<file path="config.mk">
export PLATFORM = sky130hd
export DESIGN_NAME = grid_move_sequencer
export DESIGN_NICKNAME = d
export VERILOG_FILES = /design/src/rtl/grid_ctrl_pkg.sv /design/src/rtl/grid_step.sv /design/src/rtl/grid_move_sequencer.sv
export SDC_FILE = /design/constraint.sdc
export NUM_CORES = 1
export LEC_CHECK = 0
export CORE_ASPECT_RATIO = 0.9
export CORE_MARGIN = 2
export CORE_UTILIZATION = 33
export DETAILED_ROUTE_END_ITERATION = 12
export GPL_ROUTABILITY_DRIVEN = 0
export GPL_TIMING_DRIVEN = 0
export PLACE_DENSITY_LB_ADDON = 0.2
export SLEW_MARGIN = 25
export SYNTH_ARGS = -nofsm -noshare
export SYNTH_HDL_FRONTEND = slang
export SYNTH_HIERARCHICAL = 1
export SYNTH_SLANG_ARGS = --single-unit
</file>
<file path="constraint.sdc">
create_clock -name clock_i -period 10.4 [get_ports clock_i]
set_input_delay 1.56 -clock clock_i [delete_from_list [all_inputs] [get_ports clock_i]]
set_output_delay 1.56 -clock clock_i [all_outputs]
set_load 0.1 [all_outputs]
</file>
<file path="src/rtl/grid_ctrl_pkg.sv">
// grid_ctrl_pkg: shared encodings for the grid move sequencer
// Holds the direction codes, FSM state codes, winner codes and the opposite-direction helper.
package grid_ctrl_pkg;
  typedef enum logic [1:0] {UP = 2'b00, DOWN = 2'b01, LEFT = 2'b10, RIGHT = 2'b11} dir_e;
  typedef enum logic [2:0] {INIT, IDLE, MOVE_A, MOVE_B, OVER} state_e;
  localparam logic [1:0] WIN_NONE = 2'b00, WIN_P1 = 2'b01, WIN_P2 = 2'b10, WIN_DRAW = 2'b11;
  // Reversals differ only in the low bit: up<->down, left<->right
  function automatic dir_e opposite(input dir_e d);
    return dir_e'(d ^ 2'b01);
  endfunction
endpackage

</file>
<file path="src/rtl/grid_step.sv">
// grid_step: shifts a one-hot x/y location one cell in a direction and flags leaving the grid
// Ports: x_i/y_i current one-hot location, dir_i move direction,
//        x_o/y_o shifted location, off_grid_o high when either axis shifted out.
module grid_step import grid_ctrl_pkg::*; #(
  parameter int W = 32,
  parameter int H = 32
) (
  input  logic [W-1:0] x_i,
  input  logic [H-1:0] y_i,
  input  dir_e         dir_i,
  output logic [W-1:0] x_o,
  output logic [H-1:0] y_o,
  output logic         off_grid_o
);
  assign x_o = dir_i == LEFT ? x_i >> 1 : dir_i == RIGHT ? x_i << 1 : x_i;
  assign y_o = dir_i == UP ? y_i >> 1 : dir_i == DOWN ? y_i << 1 : y_i;
  assign off_grid_o = ~|x_o || ~|y_o;
endmodule

</file>
<file path="src/rtl/grid_move_sequencer.sv">
// grid_move_sequencer: sequences per-tick player moves into the grid register bank
// Ports: clock_i/reset_i (sync, active-high), tick_i move strobe, restart_i leaves OVER,
//        pN_req_i/pN_dir_i/pN_ack_o direction handshake, loc_pN_x/y_i current grid locations,
//        enable1/2_o grid write enables, nxt_loc/nxt_wall_x/y_o shared write bus,
//        game_over_o and winner_o to the score/display logic.
module grid_move_sequencer import grid_ctrl_pkg::*; #(
  parameter int gridWidth  = 32,
  parameter int gridHeight = 32,
  parameter int P1_START_X = 2,
  parameter int P1_START_Y = 16,
  parameter int P2_START_X = 29,
  parameter int P2_START_Y = 16
) (
  input  logic                  clock_i,
  input  logic                  reset_i,
  input  logic                  tick_i,
  input  logic                  restart_i,
  input  logic                  p1_req_i,
  input  logic                  p2_req_i,
  input  logic [1:0]            p1_dir_i,
  input  logic [1:0]            p2_dir_i,
  output logic                  p1_ack_o,
  output logic                  p2_ack_o,
  input  logic [gridWidth-1:0]  loc_p1_x_i,
  input  logic [gridWidth-1:0]  loc_p2_x_i,
  input  logic [gridHeight-1:0] loc_p1_y_i,
  input  logic [gridHeight-1:0] loc_p2_y_i,
  output logic                  enable1_o,
  output logic                  enable2_o,
  output logic [gridWidth-1:0]  nxt_loc_x_o,
  output logic [gridWidth-1:0]  nxt_wall_x_o,
  output logic [gridHeight-1:0] nxt_loc_y_o,
  output logic [gridHeight-1:0] nxt_wall_y_o,
  output logic                  game_over_o,
  output logic [1:0]            winner_o
);
  localparam logic [gridWidth-1:0] ONE_X = gridWidth'(1);
  localparam logic [gridHeight-1:0] ONE_Y = gridHeight'(1);
  localparam logic [gridWidth-1:0] P1_X = ONE_X << P1_START_X;
  localparam logic [gridWidth-1:0] P2_X = ONE_X << P2_START_X;
  localparam logic [gridHeight-1:0] P1_Y = ONE_Y << P1_START_Y;
  localparam logic [gridHeight-1:0] P2_Y = ONE_Y << P2_START_Y;
  state_e state_q, state_d;
  dir_e dir1_q, dir1_d, dir2_q, dir2_d, step_dir;
  logic first_p2_q, first_p2_d, init2_q, crash1_q, crash1_d, crash2_q, crash2_d;
  logic en1_q, en2_q, ack1_q, ack1_d, ack2_q, ack2_d, over_q;
  logic accept, moving, mover_p2, off_grid, crash, init1;
  logic [1:0] win_q, win_d;
  logic [gridWidth-1:0] loc_x_q, loc_x_d, wall_x_q, wall_x_d, cur_x, opp_x, step_x;
  logic [gridHeight-1:0] loc_y_q, loc_y_d, wall_y_q, wall_y_d, cur_y, opp_y, step_y;
  // The cycle that writes P2's start location is still part of initialisation
  assign accept = state_q == IDLE && !init2_q;
  assign init1 = state_q == INIT;
  always_comb begin
    state_d = state_q == INIT   ? IDLE
            : state_q == IDLE   ? (accept && tick_i ? MOVE_A : IDLE)
            : state_q == MOVE_A ? MOVE_B
            : state_q == MOVE_B ? (crash1_q || crash2_q ? OVER : IDLE)
            : restart_i         ? INIT : OVER;
  end
  assign ack1_d = accept && p1_req_i && !ack1_q;
  assign ack2_d = accept && p2_req_i && !ack2_q;
  assign dir1_d = state_d == INIT ? RIGHT
                : (ack1_d && dir_e'(p1_dir_i) != opposite(dir1_q)) ? dir_e'(p1_dir_i) : dir1_q;
  assign dir2_d = state_d == INIT ? LEFT
                : (ack2_d && dir_e'(p2_dir_i) != opposite(dir2_q)) ? dir_e'(p2_dir_i) : dir2_q;
  // Outputs are registered against the state being entered, so the mover is chosen from state_d
  assign moving = state_d == MOVE_A || state_d == MOVE_B;
  assign mover_p2 = first_p2_q ^ (state_d == MOVE_B);
  assign cur_x = mover_p2 ? loc_p2_x_i : loc_p1_x_i;
  assign cur_y = mover_p2 ? loc_p2_y_i : loc_p1_y_i;
  assign step_dir = mover_p2 ? dir2_d : dir1_d;
  // The grid has not yet latched the first mover when MOVE_B is computed; use the value being written
  assign opp_x = state_q == MOVE_A ? loc_x_q : mover_p2 ? loc_p1_x_i : loc_p2_x_i;
  assign opp_y = state_q == MOVE_A ? loc_y_q : mover_p2 ? loc_p1_y_i : loc_p2_y_i;
  grid_step #(.W(gridWidth), .H(gridHeight)) u_step (
    .x_i(cur_x), .y_i(cur_y), .dir_i(step_dir),
    .x_o(step_x), .y_o(step_y), .off_grid_o(off_grid)
  );
  assign crash = moving && (off_grid || (step_x == opp_x && step_y == opp_y));
  assign crash1_d = state_d != INIT && (crash1_q || (crash && !mover_p2));
  assign crash2_d = state_d != INIT && (crash2_q || (crash && mover_p2));
  assign first_p2_d = state_d != INIT && (first_p2_q ^ (state_q == MOVE_B && state_d == IDLE));
  assign loc_x_d = init1 ? P1_X : init2_q ? P2_X : moving ? step_x : '0;
  assign loc_y_d = init1 ? P1_Y : init2_q ? P2_Y : moving ? step_y : '0;
  assign wall_x_d = init1 ? P1_X : init2_q ? P2_X : moving ? cur_x : '0;
  assign wall_y_d = init1 ? P1_Y : init2_q ? P2_Y : moving ? cur_y : '0;
  assign win_d = state_d != OVER ? WIN_NONE
               : crash1_q && crash2_q ? WIN_DRAW
               : crash1_q ? WIN_P2 : crash2_q ? WIN_P1 : WIN_NONE;
  always_ff @(posedge clock_i) begin
    if (reset_i) begin
      state_q <= INIT;
      dir1_q <= RIGHT;
      dir2_q <= LEFT;
      first_p2_q <= 1'b0;
      init2_q <= 1'b0;
      crash1_q <= 1'b0;
      crash2_q <= 1'b0;
      en1_q <= 1'b0;
      en2_q <= 1'b0;
      ack1_q <= 1'b0;
      ack2_q <= 1'b0;
      over_q <= 1'b0;
      win_q <= WIN_NONE;
      loc_x_q <= '0;
      loc_y_q <= '0;
      wall_x_q <= '0;
      wall_y_q <= '0;
    end else begin
      state_q <= state_d;
      dir1_q <= dir1_d;
      dir2_q <= dir2_d;
      first_p2_q <= first_p2_d;
      init2_q <= init1;
      crash1_q <= crash1_d;
      crash2_q <= crash2_d;
      en1_q <= init1 || (moving && !mover_p2);
      en2_q <= init2_q || (moving && mover_p2);
      ack1_q <= ack1_d;
      ack2_q <= ack2_d;
      over_q <= state_d == OVER;
      win_q <= win_d;
      loc_x_q <= loc_x_d;
      loc_y_q <= loc_y_d;
      wall_x_q <= wall_x_d;
      wall_y_q <= wall_y_d;
    end
  end
  assign p1_ack_o = ack1_q;
  assign p2_ack_o = ack2_q;
  assign enable1_o = en1_q;
  assign enable2_o = en2_q;
  assign nxt_loc_x_o = loc_x_q;
  assign nxt_loc_y_o = loc_y_q;
  assign nxt_wall_x_o = wall_x_q;
  assign nxt_wall_y_o = wall_y_q;
  assign game_over_o = over_q;
  assign winner_o = win_q;
endmodule

</file>
After elaboration in Yosys (flattened, before gate mapping)
Index checks and enable logic that the tools add are counted.
Word-level totals
  bits in registers: 146
  input port bits: 138
  output and inout bits: 135
  word-level logic and storage cells: 122
Operators by class
  eq/ne operators: 15
  mux-type cells: 37
  bitwise gates (word level): 5
  reductions and logical operators: 42
Operator list (count)
  two-way mux 32 bit: 10
  two-way mux 30 bit: 4
  two-way mux 17 bit: 6
  == test 32 bit: 2
  OR reduction 32 bit: 2
  two-way mux 3 bit: 8
  logical AND 1 bit: 19
  two-way mux 2 bit: 8
  == test 3 x 2 -> 1 bit (second input constant): 4
  logical OR 1 bit: 8
  == test 3 x 1 -> 1 bit (second input constant): 2
  zero test 1 bit: 6
  zero test 3 bit: 2
  == test 2 bit (second input constant): 2
  inequality test 2 bit: 2
  OR reduction 2 bit: 2
  OR reduction 4 bit: 1
  == test 3 bit (second input constant): 1
  inequality test 3 bit (second input constant): 1
  NOT 1 bit: 3
  nonzero test 3 bit: 1
  == test 2 x 1 -> 1 bit (second input constant): 1
  zero test 2 bit: 1
  bitwise XOR 1 bit: 2
  two-way mux 1 bit: 1

Depth between registers and ports, before layout
  word-level depth: 20
  gate-level depth with buffers: 18
  gate-level depth less buffers: 13

Cells and area by module
The synthesis kept the hierarchy.
Modules (own cells, without submodules)
  grid_move_sequencer: instances 1, cells an instance 657, area an instance 7075.5 sq um
  grid_step: instances 1, cells an instance 271, area an instance 1660.3 sq um

Worst setup path before layout
No wires, ideal clock.
  kind: input to register
  start: in p2_req_i
  end: reg crash1_q
  library setup time: 0.070 ns
  data arrival time: 4.036 ns
  slack: 6.294 ns
  cell stages on the path: 16
  buffers on the path: 4
  cell sequence: nand3b_1 -> nor2_1 -> mux2i_1 -> a21oi_1 -> mux2_2 -> buf_6 -> buf_6 -> buf_4 -> buf_4 -> mux2i_1 -> o21ai_0 -> xor2_1 -> nand4_1 -> nor4_1 -> nand4_1 -> a21oi_1
Between the ends
  word-level cells in the longest chain between the ends: 17
  elaborated cells between the ends (all ways): 27
  those cells by class: 5 x eq/ne; 7 x mux; 15 x reduce/logical
Ends and longest elaborated chain
  start: declaration: line grid_move_sequencer.sv:19  | input logic p2_req_i,
  logical AND 1 bit * (2 in a row): line grid_move_sequencer.sv:62  | assign ack2_d = accept && p2_req_i && !ack2_q;
  logical AND 1 bit *: line grid_move_sequencer.sv:66  | : (ack2_d && dir_e'(p2_dir_i) != opposite(dir2_q)) ? dir_e'(p2_dir_i) : dir2_q;
  two-way mux 2 bit *: line grid_move_sequencer.sv:66
  two-way mux 2 bit *: line grid_move_sequencer.sv:65  | assign dir2_d = state_d == INIT ? LEFT
  two-way mux 2 bit *: line grid_move_sequencer.sv:72  | assign step_dir = mover_p2 ? dir2_d : dir1_d;
  named net step_dir[0]: line grid_move_sequencer.sv:44  | dir_e dir1_q, dir1_d, dir2_q, dir2_d, step_dir;
  == test 2 x 1 -> 1 bit: line grid_step.sv:16  | assign y_o = dir_i == UP ? y_i >> 1 : dir_i == DOWN ? y_i << 1 : y_i;
  two-way mux 32 bit: line grid_step.sv:16
  (+1 left out)
  named net step_y[25]: line grid_move_sequencer.sv:50  | logic [gridHeight-1:0] loc_y_q, loc_y_d, wall_y_q, wall_y_d, cur_y, opp_y, step_y;
  OR reduction 32 bit: line grid_step.sv:17  | assign off_grid_o = ~|x_o || ~|y_o;
  zero test 1 bit: line grid_step.sv:17
  logical OR 1 bit: line grid_step.sv:17
  logical OR 1 bit *: line grid_move_sequencer.sv:80  | assign crash = moving && (off_grid || (step_x == opp_x && step_y == opp_y));
  logical AND 1 bit *: line grid_move_sequencer.sv:80
  logical AND 1 bit *: line grid_move_sequencer.sv:81  | assign crash1_d = state_d != INIT && (crash1_q || (crash && !mover_p2));
  logical OR 1 bit *: line grid_move_sequencer.sv:81
  logical AND 1 bit *: line grid_move_sequencer.sv:81
  end signal: assignment: line grid_move_sequencer.sv:116  | crash1_q <= crash1_d;
  end: declaration: line grid_move_sequencer.sv:45  | logic first_p2_q, first_p2_d, init2_q, crash1_q, crash1_d, crash2_q, crash2_d;
Mark *: on every way through the listed nets, which the timed path passes. The rest lies on a longest branch.
A chain may end at the register's enable or synchronous reset.

Final worst setup path
  start: reg first_p2_q
  end: reg crash1_q
Between the ends
  word-level cells in the longest chain between the ends: 13
  elaborated cells between the ends (all ways): 30
  those cells by class: 5 x eq/ne; 11 x mux; 1 x bitwise; 13 x reduce/logical
Ends and longest elaborated chain
  start: declaration: line grid_move_sequencer.sv:45
  start signal: assignment: line grid_move_sequencer.sv:114  | first_p2_q <= first_p2_d;
  bitwise XOR 1 bit *: line grid_move_sequencer.sv:69  | assign mover_p2 = first_p2_q ^ (state_d == MOVE_B);
  two-way mux 2 bit *: line grid_move_sequencer.sv:72
  named net step_dir[1]: line grid_move_sequencer.sv:44
  == test 2 x 1 -> 1 bit: line grid_step.sv:16
  two-way mux 32 bit: line grid_step.sv:16
  two-way mux 32 bit *: line grid_step.sv:16
  named net step_y[4]: line grid_move_sequencer.sv:50
  OR reduction 32 bit: line grid_step.sv:17
  zero test 1 bit: line grid_step.sv:17
  logical OR 1 bit: line grid_step.sv:17
  logical OR 1 bit *: line grid_move_sequencer.sv:80
  logical AND 1 bit *: line grid_move_sequencer.sv:80
  logical AND 1 bit *: line grid_move_sequencer.sv:81
  logical OR 1 bit *: line grid_move_sequencer.sv:81
  logical AND 1 bit *: line grid_move_sequencer.sv:81
Marks and branches as above.

==> metrics.md <==
| Metric | Value |
|---|---|
| Status | finished clean |
| Average routed wire per standard cell | around 23 um |
| Worst endpoint data arrival time | around 6300 ps |
| Post-CTS resize count | 0 |
| Hold_buf cts | 0 |
| Asr flop ratio synth | 0% |
| Clock transition at path regs | roughly 70 ps |
| Type of origin of the critical path | register |
| Area of the multi-input gates | 5460 um2 |
| Placement Rows | 56 |
| Max_cap viols | 0 |
| Post-DP HPWL | about 28000 um |
| Final setup fails | 0 |
| Worst path most repeated cell | buf_2 |
| Maximum VDD drop | ~0.10 mV |
| Pwr/cell area | between 150 and 200 nW/um2 |
| Final nets | 1357 |
| FF+latch area | slightly below 3000 um2 |
| GRT Residual Overflow | 0 |
| Drt first pass iters | 5 |
| Proportion of synthesized chip area in sequential cells | roughly a third |
| Most common cell after layout, fill and taps aside | clkdlybuf4s50_1 |
| Hold Crit Class | register to register |
| Post-layout minimum cycle time | between 5000 and 6000 ps |
| H-tree Lvls | 4 |
| Synthesized cell area | roughly 8700 um2 |
| Unrepaired setup endpoints after global routing | false |
| Main synth FF type | dfxtp_1 |
| CTS buffer count | 17 |
| Global-route wire length before repair | ~52000 um |
| GRT met1 Usage | 34.8% |
| Core area | between 20000 and 30000 um2 |
| #FFs+latches synth | approximately 150 |
| Post-synth EDFFs | 0 |
| Final Core Density | around half |
| Fin area | 12500 um2 |
| IO buf count | approximately 270 |
| Worst-Skew Late Latency | ~440 ps |
| Critical path required time | ~11000 ps |
| Detail Route Antenna Nets | 0 |
| Die Span Y | 158 um |
| Final worst path period share | about 57% |
| Synth Net Count | approximately 1100 |
| CP Class | register to register |
| Fin. max-slew vios | 0 |
| Most Used Layer, Global Route | met2 |
| Hold slack | approximately 520 ps |
| Rel. slew slack | around 29% |
| DR vias/cell | just over 5 |
| Vias post-DR | just over 8000 |
| Clk sinks | 146 |
| Root Driver | clkbuf_16 |
| DR iter-0 viols | ~750 |
| Most frequent cells in the layout | clkdlybuf4s50_1 (272), dfxtp_1 (146), mux2_2 (130) |
| Tightest Pin Transition | about 1100 ps |
| Crit path max fanout | 10 |
| M3 GR Usage | 8.07% |
| Routed Wire Length | around 36000 um |
| Mean area per synthesized cell | roughly 9.4 um2 |
| Share of cells above drive strength 1 | around 16% |
| Starting Density | approximately 34% |
| Postcts setup bufs | 0 |
| Largest net degree at the start of global routing | 17 |
| CP peak stage delay | just under 700 ps |
| Sequence of cells on the critical path | clkbuf_1, xor2_1, buf_2, buf_2, mux2_2, nand2_1, buf_2, buf_4, buf_2, clkbuf_1, o21ai_0, xor2_1, nand4_1, nor4_1, nand4_1, a21oi_1 |
| Num ports | ~270 |
| Worst Clk Skew | about 11 ps |
| TritonCTS clock tree | built |
| Area growth from synthesis to layout | 43.5% |
| Vias in the first global route | ~8000 |
| DRC viols | 0 |
| Layout fillers | between 2000 and 2500 |
| GRT Util Overall | around a quarter |
| Die W | about 180 um |
| Syn. warnings | 6 |
| Total Power | just under 2 mW |
| Critical Path End Type | register |
| Initial antenna violation count | 3 |
| Setup TNS Final | 0 ps |
| Die ar. | between 20000 and 30000 um2 |
| Final Hold Viols | 0 |
| Met2 usage | about two fifths |
| Fmax | 168 MHz |
| Worst path slowest cell | clkbuf_1 |
| Synth Instances | between 900 and 1000 |
| CTS Buffer Depth | 2 |
| Leakage | about 5.5 nW |
| Post-synthesis cell type count | 41 |
| Cell area after placement | 11900 um2 |
==> power breakdown <==
part | switching (mW) | total, mW | internal, mW
Combinational | 0.454 | 0.701 | 0.247
Clock | 0.266 | 0.675 | 0.410
Sequential | 0.0108 | 0.593 | 0.582
==> through the flow <==
step,std cells,worst slack (ps)
6_report,1583,4460
5_1_grt,1581,4210
4_1_cts,1580,4650
3_5_place_dp,1548,4630
3_3_place_gp,1548,4670
2_1_floorplan,928,6290
==> Yosys cell counts (2+ instances only) <==
master,instances,area [um2]
dfxtp_1,146,2920
xnor2_1,2,17.5
buf_2,8,40.0
nor2b_1,2,12.5
nand3b_1,3,22.5
buf_4,8,60.1
clkbuf_1,32,120
nand3_1,10,50.1
mux2i_1,127,1270
buf_6,8,90.1
inv_1,5,18.8
o21ai_0,40,200
nor4_1,18,113
and2_1,126,788
buf_1,3,11.3
nand4_1,21,131
mux2_2,130,1460
nand2_1,43,161
nor2_1,50,188
a21oi_1,45,225
a22o_1,2,17.5
nor3_1,13,65.1
xor2_1,66,578
a21o_1,2,15.0
o31ai_1,2,15.0
==> state kept, by name (all words and copies together), names as in the netlist <==
register	flops
nxt_loc_x_o	32
nxt_loc_y_o	32
nxt_wall_x_o	32
nxt_wall_y_o	32
state_q	3
dir1_q	2
dir2_q	2
winner_o	2
crash1_q	1
crash2_q	1
enable1_o	1
enable2_o	1
first_p2_q	1
game_over_o	1
init2_q	1
p1_ack_o	1
p2_ack_o	1
==> critical path, delay by kind of cell (launching register included) <==
kind | cells | cell delay (ps)
DFF | 1 | 350
and+or+nand+nor | 4 | 1060
xor gates and xnor gates | 2 | 850
buffers and inverters | 7 | 2770
AOI/OAI and AO/OA | 2 | 450
muxes | 1 | 380
==> area by class of cell <==
class | instances | area share, %
Timing Repair Buffer | 272 | 21.7
Clock buffer | 20 | 3.56
Buffer | 60 | 2.73
Multi-Input combinational cell | 717 | 43.5
Tap cell | 348 | 3.47
Antenna cell | 3 | 0.0599
Sequential cell | 146 | 23.3
Clock inverter | 12 | 1.45
Inverter | 5 | 0.150
==> final timing paths <==
path	end	depth (start not counted)	startpoint	slack, ps
setup reg to reg	crash1_q$_SDFF_PP0_	16	first_p2_q$_SDFF_PP0_	4460
hold reg to reg	dir1_q[1]$_SDFF_PP1_	2	dir1_q[1]$_SDFF_PP1_	520
hold / removal	dir1_q[1]$_SDFF_PP1_	2	dir1_q[1]$_SDFF_PP1_	520
setup / recovery	crash1_q$_SDFF_PP0_	16	first_p2_q$_SDFF_PP0_	4460
==> routing by layer <==
layer  up-vias  routed length [um]
li1       3830                   -
met1      3810               16100
met2       458               15300
met3        61                3660
met4         0                 973
met5         -                   0
==> logic make-up after synthesis <==
group                  synth area share, %
XOR/XNOR                              6.82
buffers and inverters                 4.13
AND/OR/NAND/NOR                       18.5
AO/OA/AOI/OAI                         5.83
multiplexers                          31.3
flip-flops                            33.5
No activity file was read; power rests on OpenSTA's default activity.
